File: src/rtl/id_ex_stage_reg_pkg.sv
// Shared definitions for the ID/EX pipeline register: RegDst encodings,
// the return-address register index, control bundle and helpers.
package id_ex_stage_reg_pkg;

    // Default ALUOp field width; the top module exposes it as a parameter.
    localparam int ALUOP_W = 4;

    // Link register written by jal-style instructions.
    localparam logic [4:0] REG_RA = 5'd31;

    // Destination register select coming from the decoder.
    typedef enum logic [1:0] {
        REGDST_RT  = 2'b00,
        REGDST_RD  = 2'b01,
        REGDST_RA  = 2'b10,
        REGDST_RSV = 2'b11   // reserved, behaves like REGDST_RT
    } regdst_e;

    // Single-bit control signals carried from ID into EX.
    typedef struct packed {
        logic reg_write;
        logic mem_read;
        logic mem_write;
        logic mem_to_reg;
        logic alu_src;
    } ctrl_t;

    // A bubble has every side-effecting control deasserted.
    localparam ctrl_t CTRL_BUBBLE = '0;

    // 32-bit increment that sticks at all-ones instead of wrapping.
    function automatic logic [31:0] sat_inc(input logic [31:0] value);
        return (value == 32'hFFFF_FFFF) ? value : value + 32'd1;
    endfunction

endpackage

File: src/rtl/id_ex_stage_reg_load_use_detect.sv
// Load-use hazard detector: flags an ID instruction that reads the register
// a load currently in EX is about to write. Register 0 never matches.
module load_use_detect #(
    parameter int REG_AW = 5
) (
    input  logic              id_ex_valid,
    input  logic              id_ex_mem_read,
    input  logic [REG_AW-1:0] id_ex_write_register,
    input  logic [REG_AW-1:0] id_rs,
    input  logic [REG_AW-1:0] id_rt,
    input  logic              id_uses_rs,
    input  logic              id_uses_rt,
    output logic              load_use
);

    // Compare each source the ID instruction actually reads against the load's destination.
    always_comb begin
        load_use = id_ex_valid && id_ex_mem_read && (id_ex_write_register != '0) &&
                   ((id_uses_rs && (id_rs == id_ex_write_register)) ||
                    (id_uses_rt && (id_rt == id_ex_write_register)));
    end

endmodule

File: src/rtl/id_ex_stage_reg.sv
// ID/EX pipeline register with load-use hazard detection, bubble injection,
// branch flush and downstream memory hold.
// Optional hazard statistics counters are built when HAZARD_STATS_EN is defined.
module id_ex_stage_reg #(
    parameter int DATA_W  = 32,
    parameter int REG_AW  = 5,
    parameter int ALUOP_W = id_ex_stage_reg_pkg::ALUOP_W
) (
    input  logic               clk,
    input  logic               reset,
    input  logic [REG_AW-1:0]  ID_rs,
    input  logic [REG_AW-1:0]  ID_rt,
    input  logic [REG_AW-1:0]  ID_rd,
    input  logic               ID_uses_rs,
    input  logic               ID_uses_rt,
    input  logic               ID_RegWrite,
    input  logic               ID_MemRead,
    input  logic               ID_MemWrite,
    input  logic               ID_MemtoReg,
    input  logic [1:0]         ID_RegDst,
    input  logic               ID_ALUSrc,
    input  logic [ALUOP_W-1:0] ID_ALUOp,
    input  logic [DATA_W-1:0]  ID_read_data1,
    input  logic [DATA_W-1:0]  ID_read_data2,
    input  logic [DATA_W-1:0]  ID_imm_ext,
    input  logic [DATA_W-1:0]  ID_PC_plus4,
    input  logic               EX_flush,
    input  logic               MEM_hold,
    output logic [REG_AW-1:0]  ID_EX_rs,
    output logic [REG_AW-1:0]  ID_EX_rt,
    output logic               ID_EX_RegWrite,
    output logic               ID_EX_MemRead,
    output logic               ID_EX_MemWrite,
    output logic               ID_EX_MemtoReg,
    output logic               ID_EX_ALUSrc,
    output logic [ALUOP_W-1:0] ID_EX_ALUOp,
    output logic [DATA_W-1:0]  ID_EX_read_data1,
    output logic [DATA_W-1:0]  ID_EX_read_data2,
    output logic [DATA_W-1:0]  ID_EX_imm_ext,
    output logic [DATA_W-1:0]  ID_EX_PC_plus4,
    output logic [REG_AW-1:0]  ID_EX_Write_register,
    output logic               ID_EX_valid,
    output logic               stall_IF_ID,
    output logic [31:0]        load_use_count,
    output logic [31:0]        flush_count
);

    import id_ex_stage_reg_pkg::*;

    ctrl_t              ctrl_q,   ctrl_d;
    logic [ALUOP_W-1:0] alu_op_q, alu_op_d;
    logic [REG_AW-1:0]  rs_q,     rs_d;
    logic [REG_AW-1:0]  rt_q,     rt_d;
    logic [DATA_W-1:0]  rd1_q,    rd1_d;
    logic [DATA_W-1:0]  rd2_q,    rd2_d;
    logic [DATA_W-1:0]  imm_q,    imm_d;
    logic [DATA_W-1:0]  pc4_q,    pc4_d;
    logic [REG_AW-1:0]  wr_reg_q, wr_reg_d;
    logic               valid_q,  valid_d;

    logic               load_use;
    logic [REG_AW-1:0]  id_dest;

    load_use_detect #(
        .REG_AW (REG_AW)
    ) u_load_use_detect (
        .id_ex_valid          (valid_q),
        .id_ex_mem_read       (ctrl_q.mem_read),
        .id_ex_write_register (wr_reg_q),
        .id_rs                (ID_rs),
        .id_rt                (ID_rt),
        .id_uses_rs           (ID_uses_rs),
        .id_uses_rt           (ID_uses_rt),
        .load_use             (load_use)
    );

    // Freeze PC and IF/ID on a memory hold or load-use hazard, unless a flush kills ID anyway.
    always_comb begin
        stall_IF_ID = !EX_flush && (MEM_hold || load_use);
    end

    // Resolve the architectural destination of the ID instruction; non-writers get register 0.
    always_comb begin
        // NOTE: every path assigns id_dest (default first), so no latch is inferred.
        id_dest = ID_rt;
        case (regdst_e'(ID_RegDst))
            REGDST_RD: id_dest = ID_rd;
            REGDST_RA: id_dest = REG_AW'(REG_RA);
            default:   id_dest = ID_rt;
        endcase
        if (!ID_RegWrite) begin
            id_dest = '0;
        end
    end

    // Next-state selection: flush beats hold, hold beats load-use bubble, else capture ID.
    always_comb begin
        ctrl_d   = ctrl_q;
        alu_op_d = alu_op_q;
        rs_d     = rs_q;
        rt_d     = rt_q;
        rd1_d    = rd1_q;
        rd2_d    = rd2_q;
        imm_d    = imm_q;
        pc4_d    = pc4_q;
        wr_reg_d = wr_reg_q;
        valid_d  = valid_q;

        if (EX_flush || (!MEM_hold && load_use)) begin
            ctrl_d   = CTRL_BUBBLE;
            alu_op_d = '0;
            rs_d     = '0;
            rt_d     = '0;
            rd1_d    = '0;
            rd2_d    = '0;
            imm_d    = '0;
            pc4_d    = '0;
            wr_reg_d = '0;
            valid_d  = 1'b0;
        end else if (!MEM_hold) begin
            ctrl_d.reg_write  = ID_RegWrite;
            ctrl_d.mem_read   = ID_MemRead;
            ctrl_d.mem_write  = ID_MemWrite;
            ctrl_d.mem_to_reg = ID_MemtoReg;
            ctrl_d.alu_src    = ID_ALUSrc;
            alu_op_d          = ID_ALUOp;
            rs_d              = ID_rs;
            rt_d              = ID_rt;
            rd1_d             = ID_read_data1;
            rd2_d             = ID_read_data2;
            imm_d             = ID_imm_ext;
            pc4_d             = ID_PC_plus4;
            wr_reg_d          = id_dest;
            valid_d           = 1'b1;
        end
    end

    // Pipeline register with synchronous reset to an empty (bubble) stage.
    always_ff @(posedge clk) begin
        // NOTE: state flops use non-blocking assignments so every flop samples pre-edge values.
        if (reset) begin
            ctrl_q   <= CTRL_BUBBLE;
            alu_op_q <= '0;
            rs_q     <= '0;
            rt_q     <= '0;
            rd1_q    <= '0;
            rd2_q    <= '0;
            imm_q    <= '0;
            pc4_q    <= '0;
            wr_reg_q <= '0;
            valid_q  <= 1'b0;
        end else begin
            ctrl_q   <= ctrl_d;
            alu_op_q <= alu_op_d;
            rs_q     <= rs_d;
            rt_q     <= rt_d;
            rd1_q    <= rd1_d;
            rd2_q    <= rd2_d;
            imm_q    <= imm_d;
            pc4_q    <= pc4_d;
            wr_reg_q <= wr_reg_d;
            valid_q  <= valid_d;
        end
    end

    assign ID_EX_rs             = rs_q;
    assign ID_EX_rt             = rt_q;
    assign ID_EX_RegWrite       = ctrl_q.reg_write;
    assign ID_EX_MemRead        = ctrl_q.mem_read;
    assign ID_EX_MemWrite       = ctrl_q.mem_write;
    assign ID_EX_MemtoReg       = ctrl_q.mem_to_reg;
    assign ID_EX_ALUSrc         = ctrl_q.alu_src;
    assign ID_EX_ALUOp          = alu_op_q;
    assign ID_EX_read_data1     = rd1_q;
    assign ID_EX_read_data2     = rd2_q;
    assign ID_EX_imm_ext        = imm_q;
    assign ID_EX_PC_plus4       = pc4_q;
    assign ID_EX_Write_register = wr_reg_q;
    assign ID_EX_valid          = valid_q;

`ifdef HAZARD_STATS_EN
    logic [31:0] lu_cnt_q, lu_cnt_d;
    logic [31:0] fl_cnt_q, fl_cnt_d;

    // Count real load-use stalls and flushes, saturating at all-ones.
    always_comb begin
        lu_cnt_d = lu_cnt_q;
        fl_cnt_d = fl_cnt_q;
        if (load_use && !EX_flush && !MEM_hold) begin
            lu_cnt_d = sat_inc(lu_cnt_q);
        end
        if (EX_flush) begin
            fl_cnt_d = sat_inc(fl_cnt_q);
        end
    end

    // Statistics registers, cleared by reset.
    always_ff @(posedge clk) begin
        if (reset) begin
            lu_cnt_q <= '0;
            fl_cnt_q <= '0;
        end else begin
            lu_cnt_q <= lu_cnt_d;
            fl_cnt_q <= fl_cnt_d;
        end
    end

    assign load_use_count = lu_cnt_q;
    assign flush_count    = fl_cnt_q;
`else
    assign load_use_count = 32'd0;
    assign flush_count    = 32'd0;
`endif

endmodule

File: config.mk
export PLATFORM = sky130hd
export DESIGN_NAME = id_ex_stage_reg
export DESIGN_NICKNAME = d
export VERILOG_FILES = /design/src/rtl/id_ex_stage_reg_pkg.sv /design/src/rtl/id_ex_stage_reg_load_use_detect.sv /design/src/rtl/id_ex_stage_reg.sv
export SDC_FILE = /design/constraint.sdc
export NUM_CORES = 1
export LEC_CHECK = 0
export ABC_AREA = 1
export CORE_AREA = 2 2 147 149
export CTS_CLUSTER_DIAMETER = 150
export DETAILED_ROUTE_END_ITERATION = 8
export DIE_AREA = 0 0 149 151
export GPL_TIMING_DRIVEN = 0
export PLACE_DENSITY_LB_ADDON = 0.25
export SYNTH_ARGS = -nofsm -noshare
export SYNTH_HDL_FRONTEND = slang
export SYNTH_SLANG_ARGS = --single-unit
File: constraint.sdc
create_clock -name clk -period 3.6 [get_ports clk]
set_input_delay 0.36 -clock clk [delete_from_list [all_inputs] [get_ports clk]]
set_output_delay 0.36 -clock clk [all_outputs]
set_load 0.02 [all_outputs]
==> results.sh, run 1 <==
export IMPL_rsz0062_at_grt="no"
export IMPL_synth_area_leaders="dfxtp_1, mux2i_1, nor2_1"
export IMPL_finalHoldViolCount=0
export IMPL_synth_most_common_cell="nor2_1"
export IMPL_synth_xor_area_share=0
export IMPL_firstDrtPassIters=4
export IMPL_clk_pin_slew_ns=0.06
export IMPL_port_buffers=313
export IMPL_clk_path_buf_depth=2
export IMPL_post_dp_cell_area_sq_um=9870
export IMPL_cts_buffers=17
export IMPL_vias=5424
export IMPL_seqPwrFrac=0.403
export IMPL_nets=1211
export IMPL_crit_fanout=6
export IMPL_antenna_found_initial=0
export IMPL_slew_headroom=0.623
export IMPL_antenna_cells=0
export IMPL_stdcell_area_sq_um=10500
export IMPL_yosys_warnings=0
export IMPL_fin_tns_setup_ns=0
export IMPL_p_comb_frac=0.165
export IMPL_report_power_total_w=0.00441
export IMPL_grtUsageTotal=0.165
export IMPL_clock_sinks=153
export IMPL_crit_path_end_kind="output port"
export IMPL_routed_wl_microns=19000
export IMPL_synth_area_mux_share=0.221
export IMPL_io_pins=378
export IMPL_status="finished, final reports clean"
export IMPL_area_growth_syn_to_layout_pct=70.3
export IMPL_wl_per_cell_microns=14.3
export IMPL_num_rows=53
export IMPL_critPathTopFamily="buffers and inverters"
export IMPL_synth_area_per_cell_sq_um=9.42
export IMPL_crit_slowest_cell="clkdlybuf4s50_1"
export IMPL_power_internal_w=0.00330
export IMPL_drive_gt1_frac=0.124
export IMPL_synthSimpleGateAreaFrac=0.140
export IMPL_postCtsResizedCells=0
export IMPL_holdCritPathClass="reg2reg"
export IMPL_finalMaxSlewViolations=0
export IMPL_sw_frac_of_total=0.251
export IMPL_clock_latency_ns=0.41
export IMPL_reg2reg_setup_slack_ns=1.73
export IMPL_fin_crit_ns=2.57
export IMPL_leakagePower_nw=4.67
export IMPL_setup_viol_count_final=0
export IMPL_htree_levels=4
export IMPL_skew_ns=0.00801
export IMPL_post_cts_setup_buffers=0
export IMPL_cts_tree="yes"
export IMPL_finalCritPeriodShare=0.715
export IMPL_nFillCells=1987
export IMPL_synth_edff_count=0
export IMPL_first_global_vias=5318
export IMPL_crit_required_ns=3.24
export IMPL_ir_drop_v=0.000364
export IMPL_cp_cell_sequence="inv_2 > nand2_1 > nand2_1 > nor2_1 > nand3_1 > nand2_1 > nand2_1 > a21oi_1 > clkdlybuf4s50_1"
export IMPL_cpMostUsedCell="nand2_1"
export IMPL_initial_utilization=0.296
export IMPL_synth_top_family_by_area="multiplexers"
export IMPL_utilization=0.504
export IMPL_die_h_microns=151
export IMPL_arrival_ns=2.21
export IMPL_grt_pass1_wl_microns=28600
export IMPL_yosys_top_cells_count="nor2_1, dfxtp_1, mux2i_1, buf_4, nand2_1"
export IMPL_synth_cells=654
export IMPL_worst_pin_slew_ns=0.565
export IMPL_synth_top_area_share=0.497
export IMPL_worst_path_buf_inv=2
export IMPL_crit_type="reg2out"
export IMPL_cts_hold_buf=0
export IMPL_yosysUniqueCellTypes=16
export IMPL_clockPowerShare=0.432
export IMPL_multi_input_area_sq_um=2590
export IMPL_drc=0
export IMPL_core_sq_um=20800
export IMPL_dpl_hpwl_microns=15000
export IMPL_grt_ovfl_total=0
export IMPL_max_cap_violations=0
export IMPL_drt_iter0_drc=92
export IMPL_grt_max_degree=17
export IMPL_avgViaCountPerCell=4.06
export IMPL_design_die_area_sq_um=22500
export IMPL_synth_main_ff_cell="dfxtp_1"
export IMPL_cts_root_buf="clkbuf_16"
export IMPL_synth_area_sq_um=6160
export IMPL_async_flop_share=0
export IMPL_slowest_delay_ns=0.65
export IMPL_synth_largest_area_cell="dfxtp_1"
export IMPL_switchingPower_w=0.00111
export IMPL_critPathLaunchType="flip-flop"
export IMPL_die_x_microns=149
export IMPL_drtAntennaViolNets=0
export IMPL_yosys_area_share_adder=0.00406
export IMPL_synth_compound_area_frac=0.0169
export IMPL_seqCellArea_sq_um=3060
export IMPL_yosysSeqAreaShare=0.497
export IMPL_synth_seq_cells=153
export IMPL_powerDensity_nw_per_um2=420
export IMPL_max_freq_mhz=389
export IMPL_gp_congestion=0.799
layer usage:
metal,up-vias,part of all wire,track usage
met2,237,0.47,0.280
met1,2394,0.40,0.183
met4,0,0.011,0.0405
met5,-,0,0
met3,13,0.12,0.0864
li1,2780,-,-
registers in the layout, summed over array words and instances (netlist names):
name	count
ID_EX_MemtoReg	1
ID_EX_MemWrite	1
ID_EX_imm_ext	32
ID_EX_ALUOp	4
ID_EX_Write_register	5
ID_EX_RegWrite	1
ID_EX_PC_plus4	32
ID_EX_MemRead	1
ID_EX_ALUSrc	1
ID_EX_read_data2	32
ID_EX_valid	1
ID_EX_read_data1	32
ID_EX_rs	5
ID_EX_rt	5
worst min-delay path, cell delays in order (launching register included):
cell	delay, ns
dfxtp_1	0.33
a21oi_1	0.06
nor2_1	0.08
logic make-up (layout without fill, tap and decap cells):
group	count (synthesis)	in the layout
simple gates	227	227
flops	153	153
mux	136	136
buf+inv	118	461
compound gates	17	17
fa+ha+maj	2	2
other cells	1	64
through the flow:
step | setup WS [ns] | hold WS [ns] | std cells
final | 1.03 | 0.503 | 1335
after global routing | 0.884 | 0.529 | 1335
after CTS | 1.01 | 0.506 | 1335
after detailed placement | 1.08 | 0.491 | 1305
after global placement | 1.10 | 0.484 | 1305
after floorplan | 1.97 | 0.519 | 717
final cells by class:
type                            instances  area share
Clock buffer                           17      0.0405
Buffer                                 98      0.0636
Inverter                               20     0.00715
Tap cell                              275      0.0328
Sequential cell                       153       0.292
Clock inverter                         13      0.0185
Multi-Input combinational cell        446       0.247
Timing Repair Buffer                  313       0.299
worst paths after layout:
check,to,start,depth (start not counted)
worst min-delay path,ID_EX_rs[1],ID_EX_rs[1],2
worst max register to register,ID_EX_read_data2[15],ID_EX_Write_register[0],11
worst min register to register,ID_EX_rs[1],ID_EX_rs[1],2
worst max-delay path,stall_IF_ID,ID_EX_Write_register[0],9
cells in the final DEF (no fill, tap or decap), types with 4 or more instances in the layout:
cell type	instances
nor2_1	176
bufinv_16	4
clkdlybuf4s50_1	313
a32oi_1	5
inv_1	15
nand3_1	4
clkinvlp_4	4
inv_2	5
inv_6	4
buf_2	23
conb_1	64
dfxtp_1	153
buf_4	72
clkbuf_16	17
nand2_1	45
a21oi_1	12
mux2i_1	136
power by group through the flow:
stage,sequential [W],clock [W],combinational (W)
global route,0.00178,0.00204,0.000783
CTS,0.00178,0.00196,0.000732
finish,0.00178,0.00191,0.000726
floorplan,0.00188,0,0.000318
global placement,0.00181,0,0.000728
detailed placement,0.00182,0,0.000730
Note: power is estimated with default switching activity, not from simulation.
==> run 2: changes to the inputs <==
--- a/config.mk
+++ b/config.mk
@@ -6,10 +6,10 @@
 export NUM_CORES = 1
 export LEC_CHECK = 0
 export ABC_AREA = 1
-export CORE_AREA = 2 2 147 149
+export CORE_AREA = 2 2 146 148
 export CTS_CLUSTER_DIAMETER = 150
 export DETAILED_ROUTE_END_ITERATION = 8
-export DIE_AREA = 0 0 149 151
+export DIE_AREA = 0 0 148 150
 export GPL_TIMING_DRIVEN = 0
 export PLACE_DENSITY_LB_ADDON = 0.25
 export SYNTH_ARGS = -nofsm -noshare
==> constraint.sdc (replaced) <==
create_clock -name clk -period 2.2 [get_ports clk]
set_input_delay 0.22 -clock clk [delete_from_list [all_inputs] [get_ports clk]]
set_output_delay 0.22 -clock clk [all_outputs]
set_load 0.02 [all_outputs]
==> run 2 against run 1 <==
  * Sequential power up 63%
  * Clock-buffer cell count up 3
  * Total power up 59%
  * Register-to-register slack worse by 1.3 ns
  * Clock skew about the same
  * Sequential share of layout area up 0.12 points
  * Via count down 0.98%
  * Hold slack worse by 0.085 ns
  * Final cell count up 0.15%
  * Clock power up 54%
  * Die area down 1.3%
  * Core utilization up 0.16 points
  * Critical path type unchanged
  * Largest cell class unchanged
==> results.sh, run 2 (same netlist as run 1, synthesis figures left out) <==
export IMPL_worst_path_buf_inv=2
export IMPL_cts_buffers=17
export IMPL_worst_pin_slew_ns=0.571
export IMPL_antenna_found_initial=0
export IMPL_initial_utilization=0.298
export IMPL_holdCritPathClass="in2reg"
export IMPL_max_cap_violations=0
export IMPL_crit_type="reg2out"
export IMPL_die_h_microns=150
export IMPL_slowest_delay_ns=0.43
export IMPL_fin_crit_ns=1.90
export IMPL_grt_ovfl_total=0
export IMPL_crit_required_ns=1.98
export IMPL_powerDensity_nw_per_um2=672
export IMPL_htree_levels=4
export IMPL_port_buffers=313
export IMPL_design_die_area_sq_um=22200
export IMPL_finalHoldViolCount=0
export IMPL_num_rows=53
export IMPL_drc=0
export IMPL_routed_wl_microns=18700
export IMPL_skew_ns=0.00784
export IMPL_firstDrtPassIters=4
export IMPL_status="finished, final reports clean"
export IMPL_place_inst=1305
export IMPL_finalCritPeriodShare=0.861
export IMPL_setup_viol_count_final=0
export IMPL_rsz0062_at_grt="no"
export IMPL_max_freq_mhz=528
export IMPL_antenna_cells=0
export IMPL_finalMaxSlewViolations=0
export IMPL_report_power_total_w=0.00703
export IMPL_clock_latency_ns=0.41
export IMPL_wl_per_cell_microns=14.0
export IMPL_dpl_hpwl_microns=14600
export IMPL_clk_pin_slew_ns=0.06
export IMPL_crit_path_end_kind="output port"
export IMPL_grtUsageTotal=0.164
export IMPL_critPathLaunchType="flip-flop"
export IMPL_whs_ns=0.418
export IMPL_drive_gt1_frac=0.126
export IMPL_nFillCells=1981
export IMPL_drtAntennaViolNets=0
export IMPL_drt_iter0_drc=98
export IMPL_arrival_ns=1.68
export IMPL_avgViaCountPerCell=4.02
export IMPL_gp_congestion=0.782
export IMPL_nets=1211
export IMPL_area_growth_syn_to_layout_pct=69.8
export IMPL_crit_slowest_cell="dfxtp_1"
export IMPL_vias=5371
export IMPL_critPathTopFamily="simple AND/OR/NAND/NOR gates"
export IMPL_cts_tree="yes"
export IMPL_slew_headroom=0.619
export IMPL_layout_commonest_cell="clkdlybuf4s50_1"
export IMPL_core_sq_um=20700
export IMPL_first_global_vias=5207
export IMPL_leakagePower_nw=4.66
export IMPL_grt_pass1_wl_microns=28200
export IMPL_cp_cell_sequence="inv_2 > nand2_1 > nand2_1 > nor2_1 > nand3_1 > nand2_1 > nand2_1 > a21oi_1 > clkbuf_2"
export IMPL_io_pins=378
export IMPL_cpMostUsedCell="nand2_1"
export IMPL_ir_drop_v=0.000480
export IMPL_clk_path_buf_depth=2
export IMPL_layout_common_cells="clkdlybuf4s50_1, nor2_1, dfxtp_1, mux2i_1, buf_4"
export IMPL_die_x_microns=148
export IMPL_grt_max_degree=17
export IMPL_clock_sinks=153
export IMPL_finalNonFillerCells=1337
export IMPL_crit_fanout=5
export IMPL_cts_root_buf="clkbuf_16"
## run 2: area by class of cell
type                    count  area (sq um)  area share
repair buffers            313          3130       0.299
flip-flops and latches    153          3070       0.293
multi-input cells         446          2590       0.248
plain buffers              98           667      0.0638
clock buffers              20           447      0.0427
well taps                 275           344      0.0329
clock inverters            12           141      0.0135
inverters                  20          75.1     0.00718
## run 2: what timing repair did
action,4_1_cts,5_1_grt
gates resized for setup,1,4
setup endpoints to repair,1,1
pin swaps,0,0
buffers inserted,0,0
hold buffers,0,0
## run 2: power breakdown
part / switching (W) / total (W) / internal [W] / leakage [nW]
clock network: 0.00122 / 0.00294 / 0.00172 / 0.270
registers: 0.0000487 / 0.00291 / 0.00286 / 1.25
logic: 0.000544 / 0.00118 / 0.000640 / 3.14
## run 2: worst register-to-register path: stages, from the launching register on
cell	delay, ns
dfxtp_1	0.43
inv_2	0.07
nand2_1	0.06
nand2_1	0.05
nor2_1	0.10
nand3_1	0.09
nand2_1	0.11
nand3_1	0.09
nand2_2	0.19
buf_4	0.25
buf_4	0.21
nor2_1	0.06
## run 2: routing by layer
metal | track usage | wire (microns) | vias to the layer above
met2 | 0.269 | 8580 | 239
met3 | 0.0881 | 2300 | 12
li1 | - | - | 2775
met5 | 0 | 0 | -
met1 | 0.185 | 7590 | 2345
met4 | 0.0467 | 237 | 0
## run 2: per-stage QoR
stage / util / area, sq um / setup WS, ns / TNS (ns)
5_1_grt: 0.506 / 10500 / 0.131 / 0
3_3_place_gp: 0.477 / 9870 / -0.0812 / -0.0812
4_1_cts: 0.506 / 10500 / 0.0843 / 0
2_1_floorplan: - / 6400 / 0.682 / 0
6_report: 0.506 / 10500 / 0.305 / 0
3_5_place_dp: 0.477 / 9870 / -0.0693 / -0.0693
## run 2: path summary, 6_finish.rpt
kind / startpoint / to / slack, ns / depth (start not counted)
max: ID_EX_Write_register[1] / stall_IF_ID / 0.30 / 9
min: ID_read_data1[19] / ID_EX_read_data1[19] / 0.42 / 3
max reg2reg: ID_EX_Write_register[1] / ID_EX_imm_ext[16] / 0.40 / 11
min reg2reg: ID_EX_read_data1[20] / ID_EX_read_data1[20] / 0.50 / 2
